===== config.mk =====
export PLATFORM = sky130hd
export DESIGN_NAME = ex_div_unit
export DESIGN_NICKNAME = d
export VERILOG_FILES = /design/src/rtl/ex_div_unit_pkg.sv /design/src/rtl/ex_div_unit.sv
export SDC_FILE = /design/constraint.sdc
export NUM_CORES = 1
export LEC_CHECK = 0
export ABC_AREA = 1
export BUFFER_PORTS_ARGS = -buffer_cell sky130_fd_sc_hd__buf_2
export CAP_MARGIN = 20
export CORE_MARGIN = 2
export CORE_UTILIZATION = 42
export CTS_CLUSTER_DIAMETER = 60
export DETAILED_ROUTE_END_ITERATION = 16
export PLACE_DENSITY = 0.6
export RECOVER_POWER = 100
export SYNTH_ARGS = -nofsm -noshare
export SYNTH_HDL_FRONTEND = slang
export SYNTH_SLANG_ARGS = --single-unit

===== constraint.sdc =====
create_clock -name clk -period 2.05 [get_ports clk]
set_clock_uncertainty 0.15 [all_clocks]
set_input_delay 0.1025 -clock clk [delete_from_list [all_inputs] [get_ports clk]]
set_output_delay 0.1025 -clock clk [all_outputs]
set_load 0.03 [all_outputs]

===== src/rtl/ex_div_unit_pkg.sv =====
// Shared types for the EX-stage iterative divider: FSM state encoding and an abs helper.
package ex_div_unit_pkg;

    localparam int DIV_WIDTH = 32;
    localparam int DIV_CNT_W = $clog2(DIV_WIDTH);

    typedef enum logic [1:0] {
        DIV_IDLE = 2'b00,
        DIV_ZERO = 2'b01,
        DIV_BUSY = 2'b10,
        DIV_END  = 2'b11
    } div_state_e;

    // Magnitude of v; the most negative value maps to itself, which is the correct unsigned magnitude.
    function automatic logic [DIV_WIDTH-1:0] div_abs(input logic [DIV_WIDTH-1:0] v, input logic sgn);
        return (sgn && v[DIV_WIDTH-1]) ? -v : v;
    endfunction

endpackage


===== src/rtl/ex_div_unit.sv =====
// Iterative radix-2 restoring divider for DIV/DIVU inside EX; stalls IF/ID/EX while working.
// Optional build macro DIV_EARLY_OUT_EN: skip iteration when |dividend| < |divisor|.
module ex_div_unit
    import ex_div_unit_pkg::*;
#(
    parameter int WIDTH = DIV_WIDTH
) (
    input  logic             clk,
    input  logic             rst,
    input  logic             div_start,
    input  logic             div_signed,
    input  logic             div_annul,
    input  logic [WIDTH-1:0] dividend,
    input  logic [WIDTH-1:0] divisor,
    output logic             div_ready,
    output logic [WIDTH-1:0] quotient,
    output logic [WIDTH-1:0] remainder,
    output logic             stallreq_div
);

    div_state_e           state_q, state_d;
    logic [WIDTH-1:0]     quo_q, quo_d;
    logic [WIDTH-1:0]     rem_q, rem_d;
    logic [WIDTH-1:0]     dvs_q, dvs_d;
    logic [WIDTH-1:0]     out_quo_q, out_quo_d;
    logic [WIDTH-1:0]     out_rem_q, out_rem_d;
    logic [DIV_CNT_W-1:0] cnt_q, cnt_d;
    logic                 neg_quo_q, neg_quo_d;
    logic                 neg_rem_q, neg_rem_d;

    logic             accept;
    logic [WIDTH-1:0] abs_a, abs_b;
    logic [WIDTH:0]   r_sh, r_sub;
    logic             ge;
    logic [WIDTH-1:0] res_quo, res_rem;

    assign accept  = (state_q == DIV_IDLE) && div_start && !div_annul;
    assign abs_a   = div_abs(dividend, div_signed);
    assign abs_b   = div_abs(divisor, div_signed);
    // 33-bit partial remainder so the shifted-in bit never overflows the compare.
    assign r_sh    = {rem_q, quo_q[WIDTH-1]};
    assign r_sub   = r_sh - {1'b0, dvs_q};
    assign ge      = (r_sh >= {1'b0, dvs_q});
    assign res_quo = neg_quo_q ? -quo_q : quo_q;
    assign res_rem = neg_rem_q ? -rem_q : rem_q;

    always_comb begin
        state_d   = state_q;
        quo_d     = quo_q;
        rem_d     = rem_q;
        dvs_d     = dvs_q;
        cnt_d     = cnt_q;
        neg_quo_d = neg_quo_q;
        neg_rem_d = neg_rem_q;
        out_quo_d = out_quo_q;
        out_rem_d = out_rem_q;
        case (state_q)
            DIV_IDLE: begin
                if (accept) begin
                    neg_quo_d = div_signed & (dividend[WIDTH-1] ^ divisor[WIDTH-1]);
                    neg_rem_d = div_signed & dividend[WIDTH-1];
                    dvs_d     = abs_b;
                    cnt_d     = '0;
                    if (divisor == '0) begin
                        state_d   = DIV_ZERO;
                        quo_d     = '1;
                        rem_d     = dividend;
                        neg_quo_d = 1'b0;
                        neg_rem_d = 1'b0;
                    end
`ifdef DIV_EARLY_OUT_EN
                    else if (abs_a < abs_b) begin
                        state_d   = DIV_END;
                        quo_d     = '0;
                        rem_d     = dividend;
                        neg_quo_d = 1'b0;
                        neg_rem_d = 1'b0;
                    end
`endif
                    else begin
                        state_d = DIV_BUSY;
                        quo_d   = abs_a;
                        rem_d   = '0;
                    end
                end
            end
            DIV_ZERO: state_d = DIV_END;
            DIV_BUSY: begin
                quo_d = {quo_q[WIDTH-2:0], ge};
                rem_d = ge ? r_sub[WIDTH-1:0] : r_sh[WIDTH-1:0];
                cnt_d = cnt_q + 1'b1;
                if (cnt_q == DIV_CNT_W'(WIDTH-1)) state_d = DIV_END;
            end
            DIV_END: begin
                state_d   = DIV_IDLE;
                out_quo_d = res_quo;
                out_rem_d = res_rem;
            end
            default: state_d = DIV_IDLE;
        endcase
        // A flush wins over everything and leaves the visible results untouched.
        if (div_annul) begin
            state_d   = DIV_IDLE;
            out_quo_d = out_quo_q;
            out_rem_d = out_rem_q;
        end
    end

    always_ff @(posedge clk) begin
        if (rst) begin
            state_q   <= DIV_IDLE;
            quo_q     <= '0;
            rem_q     <= '0;
            dvs_q     <= '0;
            cnt_q     <= '0;
            neg_quo_q <= 1'b0;
            neg_rem_q <= 1'b0;
            out_quo_q <= '0;
            out_rem_q <= '0;
        end else begin
            state_q   <= state_d;
            quo_q     <= quo_d;
            rem_q     <= rem_d;
            dvs_q     <= dvs_d;
            cnt_q     <= cnt_d;
            neg_quo_q <= neg_quo_d;
            neg_rem_q <= neg_rem_d;
            out_quo_q <= out_quo_d;
            out_rem_q <= out_rem_d;
        end
    end

    // Results are visible combinationally in END so EX can pack them in the ready cycle.
    assign div_ready    = (state_q == DIV_END) && !div_annul;
    assign quotient     = div_ready ? res_quo : out_quo_q;
    assign remainder    = div_ready ? res_rem : out_rem_q;
    assign stallreq_div = accept || (state_q == DIV_ZERO) || (state_q == DIV_BUSY);

endmodule


# --- Word-level counts from Yosys, hierarchy flattened ---
# Cells that the tools add are included.
totals:
  regBits: 169
  latchBits: 0
  ramBits: 0
  mem_bits_ro: 0
  in_bits: 69
  out_inout_bits: 66
  wordCells: 63
  n_memories: 0
classes:
  add_sub_neg: 6
  mul: 0
  div: 0
  magnitude_cmp: 1
  n_eq_ne: 6
  shift: 0
  muxes: 21
  bitwise: 4
  n_reduce_logical: 16
ops:
  columns: ["cell", "n"]
  rows:
  - ["$mux 32", 11]
  - ["$neg 32->32", 4]
  - ["$pmux 32 s2", 2]
  - ["$ge 33x32->1", 1]
  - ["$logic_not 32->1", 1]
  - ["$sub 32x32->32", 1]
  - ["$pmux 5 s2", 1]
  - ["$pmux 2 s4", 1]
  - ["$reduce_and 2->1", 4]
  - ["$mux 2", 3]
  - ["$add 5x1->5 const B", 1]
  - ["$eq 5x5->1 const B", 1]
  - ["$logic_and 1x1->1", 5]
  - ["$mux 5", 1]
  - ["$eq 2x2->1 const B", 2]
  - ["$ne 2x2->1 const B", 2]
  - ["$and 1x1->1", 2]
  - ["$eq 2x1->1 const B", 1]
  - ["$logic_not 2->1", 1]
  - ["$logic_or 1x1->1", 2]
  - ["$mux 1", 2]
  - ["$reduce_bool 2->1", 1]
  - ["$reduce_or 2->1", 1]
  - ["$logic_not 1->1", 1]
  - ["2 further kinds", 2]

# --- Depth between registers and ports, before layout ---
depth:
  depth_word: 5
  mapped_depth: 18
  mapped_depth_nobuf: 17

# --- Least setup slack after synthesis ---
# OpenSTA, ideal clock, no wires.
synth_timing:
  path_kind: "reg2reg"
  start: "register quo_q[31]"
  end: "register rem_q[28]"
  arrival_time_ns: 1.953
  slack_ns: -0.117
  stages_incl_launch_ff: 17
  n_path_buf: 0
  path_cell_list: "dfxtp_1 > inv_1 > ha_1 > fa_1 > inv_1 > nand3_1 > nand3_1 > nand2_1 > nand2_1 > nand2_1 > nand2_1 > nand2_1 > nand2_1 > nand2_1 > a21oi_1 > nor2_1 > nor2_1"
synth_between:
  elab_chain_len: 3
synth_lines:
  columns: ["element", "line_no", "text"]
  rows:
  - ["start: declaration", "ex_div_unit.sv:22", "logic [WIDTH-1:0] quo_q, quo_d;"]
  - ["start signal: assignment", "ex_div_unit.sv:122", "quo_q <= quo_d;"]
  - ["$sub 32x32->32 / $ge 33x32->1 (equally long branches)", "ex_div_unit.sv:42, ex_div_unit.sv:43", null]
  - ["$mux 32 (*)", "ex_div_unit.sv:90", "rem_d = ge ? r_sub[WIDTH-1:0] : r_sh[WIDTH-1:0];"]
  - ["$pmux 32 s2 (*)", "ex_div_unit.sv:57", "case (state_q)"]
  - ["end signal: assignment", "ex_div_unit.sv:123", "rem_q <= rem_d;"]
  - ["end: declaration", "ex_div_unit.sv:23", "logic [WIDTH-1:0] rem_q, rem_d;"]
# Mark *: on every way between the ends. The rest lies on a longest branch, timed or not.
# A chain may end at the register's enable or synchronous reset.

# --- Worst setup path after layout ---
layout_timing:
  start: "register quo_q[11]"
  end: "output quotient[28]"
layout_between:
  elab_chain_len: 3
layout_lines:
  columns: ["element", "line_no", "text"]
  rows:
  - ["$neg 32->32", "ex_div_unit.sv:44", "assign res_quo = neg_quo_q ? -quo_q : quo_q;"]
  - ["$mux 32", "ex_div_unit.sv:44", null]
  - ["$mux 32", "ex_div_unit.sv:135", "assign quotient = div_ready ? res_quo : out_quo_q;"]
  - ["end: declaration", "ex_div_unit.sv:16", "output logic [WIDTH-1:0] quotient,"]
# No other way between the ends.

==> flow_summary.yaml <==
power:
  p_sw_mw: 5.71
  p_sw_frac: 0.412
  p_int_mw: 8.14
  power.share.sequential: 0.256
  clkPwrFrac: 0.249
  p_leak_nw: 11.5
  cellPowerDensity_mw_per_mm2: 584
  combPwrFrac: 0.496
  ir_drop_v: 0.000733
layout:
  final_cell_mix: "nand2_1 (505), buf_4 (391), inv_1 (289)"
  final_cells: 3452
  area_delta_synth_final_pct: 72.9
  finalInstanceArea_mm2: 0.0237
  drive_above_1_share: 0.437
  final_common_cell: "nand2_1"
  nets: 3108
critical_path:
  critPathMaxStageDelay_ps: 410
  timing.rr.end: "out_quo_q[7]$_SDFFE_PP0P_"
  worstPathMaxFanout: 5
  path_cells: "nor2_2 -> nand3_1 -> nor2_1 -> nand2_1 -> nor3_2 -> xor2_1 -> nand2_1 -> nand3_2 -> nand2_1 -> inv_1 -> buf_6"
  ff2ff_path_depth: 9
  r2r_start: "state_q[1]$_SDFFE_PP0P_"
  path_class: "flop to primary output"
  crit_slowest_cell: "dfxtp_1"
  start_kind: "flop"
  required_ps: 1800
  critical_path.endpoint_type: "primary output"
  cp.arrival_ps: 2500
  reg2reg_slack_ps: -460
  crit_top_cell: "nand2_1"
job:
  drv_cap: 0
logic_synthesis:
  netlist_instances: 2363
  synth_cell_type_count: 46
  synth-seq-cells: 169
  synthArstFlopShare: 0
  synth.cell_area_mm2: 0.0137
  synth_ff_type: "dfxtp_1"
  yosys_warnings: 0
  ys_seq_area_frac: 0.247
  synth_nets: 2475
  syn_avg_cell_area_um2: 5.80
  synth-edff-count: 0
worst_hold_path:
  worst_hold_path_type: "input port to flop"
  worstHoldPathCells: 6
  hp-start: "divisor[29]"
  holdPathEnd: "dvs_q[29]$_SDFFE_PP0P_"
floorplan:
  dieHeight_um: 185
  io_pins: 135
  die_area_mm2: 0.0341
  chipWidth_um: 185
  core-area_mm2: 0.0324
  num_rows: 66
  initial_core_util: 0.423
sta:
  fin_ws_ps: -706
  rsz0062_at_grt: "true"
  finalSetupViolations: 145
  fin_crit_sh: 1.34
  hold_viol_final: 1
  finalMaxSlewViolations: 0
  fmax_mhz: 363
  timing.slew.headroom: 0.522
  min_period_ps: 2760
  tightest_slew_ps: 712
  timing.hold.ws_ps: -27.0
clock_network:
  clock_path_buffers: 2
  numCtsBuffers: 17
  clk_pin_slew_ps: 80
  htree_levels: 4
  clk_latency_ps: 470
  clockRootBuffer: "clkbuf_16"
  cts_tree: "yes"
  cts.sinks: 169
global_route:
  grt_pass1_wl_um: 94600
  grt_usage: 0.362
  grt_max_degree: 114
  grt_antenna_before_repair: 6
  overflow: 0
  grt_pass1_vias: 17000
detailed_routing:
  drc: 0
  first_pass_iters: 8
  postRouteAntennaNets: 0
  drt_wl_total_um: 69000
  wl_per_cell_um: 20.0
  via_per_inst: 5.46
  dr.first_iter.drc_count: 1874
  num_vias: 18900
placed_design:
  gp_congestion: 0.987
  dp.cells: 3217
  placed_area_mm2: 0.0177
  hpwl_um: 44200
  io_buffers: 134
status:
  status: "complete, but fails checks"
  violations: "negative hold slack, negative setup slack"
[cells by family after synthesis]
kind of cell    count (synthesis)  synth area share
fa+ha+maj                      43            0.0398
buf+inv                       436             0.124
flops                         169             0.247
xor+xnor                       65            0.0415
compound gates                392             0.155
simple gates                 1258             0.393
[layer usage]
layer  wire [um]  GRT usage  vias to the layer above
met3        6380     0.0549                      259
met5          41          0                        -
met2       30600      0.578                     1007
met1       28400      0.491                     8768
met4        3490      0.141                        6
li1            -          -                     8815
[worst max-delay path, delay by kind of cell, from the launching register on]
kind	cells	cell delay (ps)
flops	1	410
xor+xnor	1	240
buf+inv	2	230
simple gates	8	1150
[what timing repair did]
item,in CTS,in global routing
endpoints found under the setup margin,143,158
hold buffers,52,1
pin swaps,227,230
cloned,11,4
gates resized for setup,706,339
buffers inserted,114,59
hold endpoints to repair,52,1
[registers in the layout (all words and copies together), names as in the netlist, 2 cells and up]
| signal | cells |
|---|---|
| cnt_q | 5 |
| dvs_q | 32 |
| out_rem_q | 32 |
| state_q | 2 |
| rem_q | 32 |
| out_quo_q | 32 |
| quo_q | 32 |
[worst max path at each step]
stage	slack, ps	cells after the start	startpoint	endpoint
after floorplan	-10	16	quo_q[31]$_SDFFE_PP0P_	rem_q[28]$_SDFFE_PP0P_
after global placement	-330	15	dvs_q[12]$_SDFFE_PP0P_	rem_q[19]$_SDFFE_PP0P_
after detailed placement	-350	15	rem_q[1]$_SDFFE_PP0P_	rem_q[11]$_SDFFE_PP0P_
after CTS	-450	11	quo_q[1]$_SDFFE_PP0P_	quotient[29]
after global routing	-730	11	quo_q[11]$_SDFFE_PP0P_	quotient[28]
final	-710	11	quo_q[11]$_SDFFE_PP0P_	quotient[28]
[cell usage after synthesis (10+ instances only)]
| cell | count | area share |
|---|---|---|
| a21oi_1 | 186 | 0.068 |
| buf_1 | 10 | 0.0027 |
| buf_2 | 12 | 0.0044 |
| clkbuf_1 | 60 | 0.016 |
| dfxtp_1 | 169 | 0.25 |
| ha_1 | 42 | 0.038 |
| inv_1 | 333 | 0.091 |
| inv_2 | 12 | 0.0033 |
| nand2_1 | 674 | 0.18 |
| nand2_2 | 21 | 0.0096 |
| nand3_1 | 190 | 0.069 |
| nand3b_1 | 13 | 0.0071 |
| nand4_1 | 31 | 0.014 |
| nor2_1 | 249 | 0.068 |
| nor2_2 | 11 | 0.0050 |
| nor3_1 | 31 | 0.011 |
| o211ai_1 | 21 | 0.012 |
| o21ai_0 | 137 | 0.050 |
| o21ai_1 | 15 | 0.0055 |
| o21bai_1 | 12 | 0.0066 |
| or2_2 | 20 | 0.0091 |
| xnor2_1 | 14 | 0.0089 |
| xor2_1 | 51 | 0.033 |
[cell type report]
type	count	area [um^2]
Inverter	347	1370
Timing Repair Buffer	703	6280
Sequential cell	169	3500
Clock buffer	18	439
Tap cell	442	553
Antenna cell	1	2.50
Clock inverter	14	165
Fill cell	2479	8670
Multi-Input combinational cell	1758	11400
[stage by stage]
| stage | total power, mW | setup WS, ps | TNS (ps) | utilization |
|---|---|---|---|---|
| floorplan | 6.11 | -9.64 | -12.4 | - |
| global route | 14.4 | -727 | -55660 | 0.732 |
| finish | 13.9 | -706 | -41420 | 0.732 |
| detailed placement | 8.28 | -353 | -13180 | 0.548 |
| global placement | 8.25 | -326 | -9620 | 0.548 |
| CTS | 13.0 | -451 | -25210 | 0.692 |
[power by group through the flow]
stage | Clock [mW] | Combinational [mW] | Sequential [mW]
2_1_floorplan | 0 | 2.51 | 3.60
3_3_place_gp | 0 | 4.63 | 3.62
3_5_place_dp | 0 | 4.66 | 3.62
4_1_cts | 3.44 | 6.02 | 3.53
5_1_grt | 3.58 | 7.28 | 3.55
6_report | 3.44 | 6.87 | 3.54
Note: power is estimated with default switching activity, not from simulation.
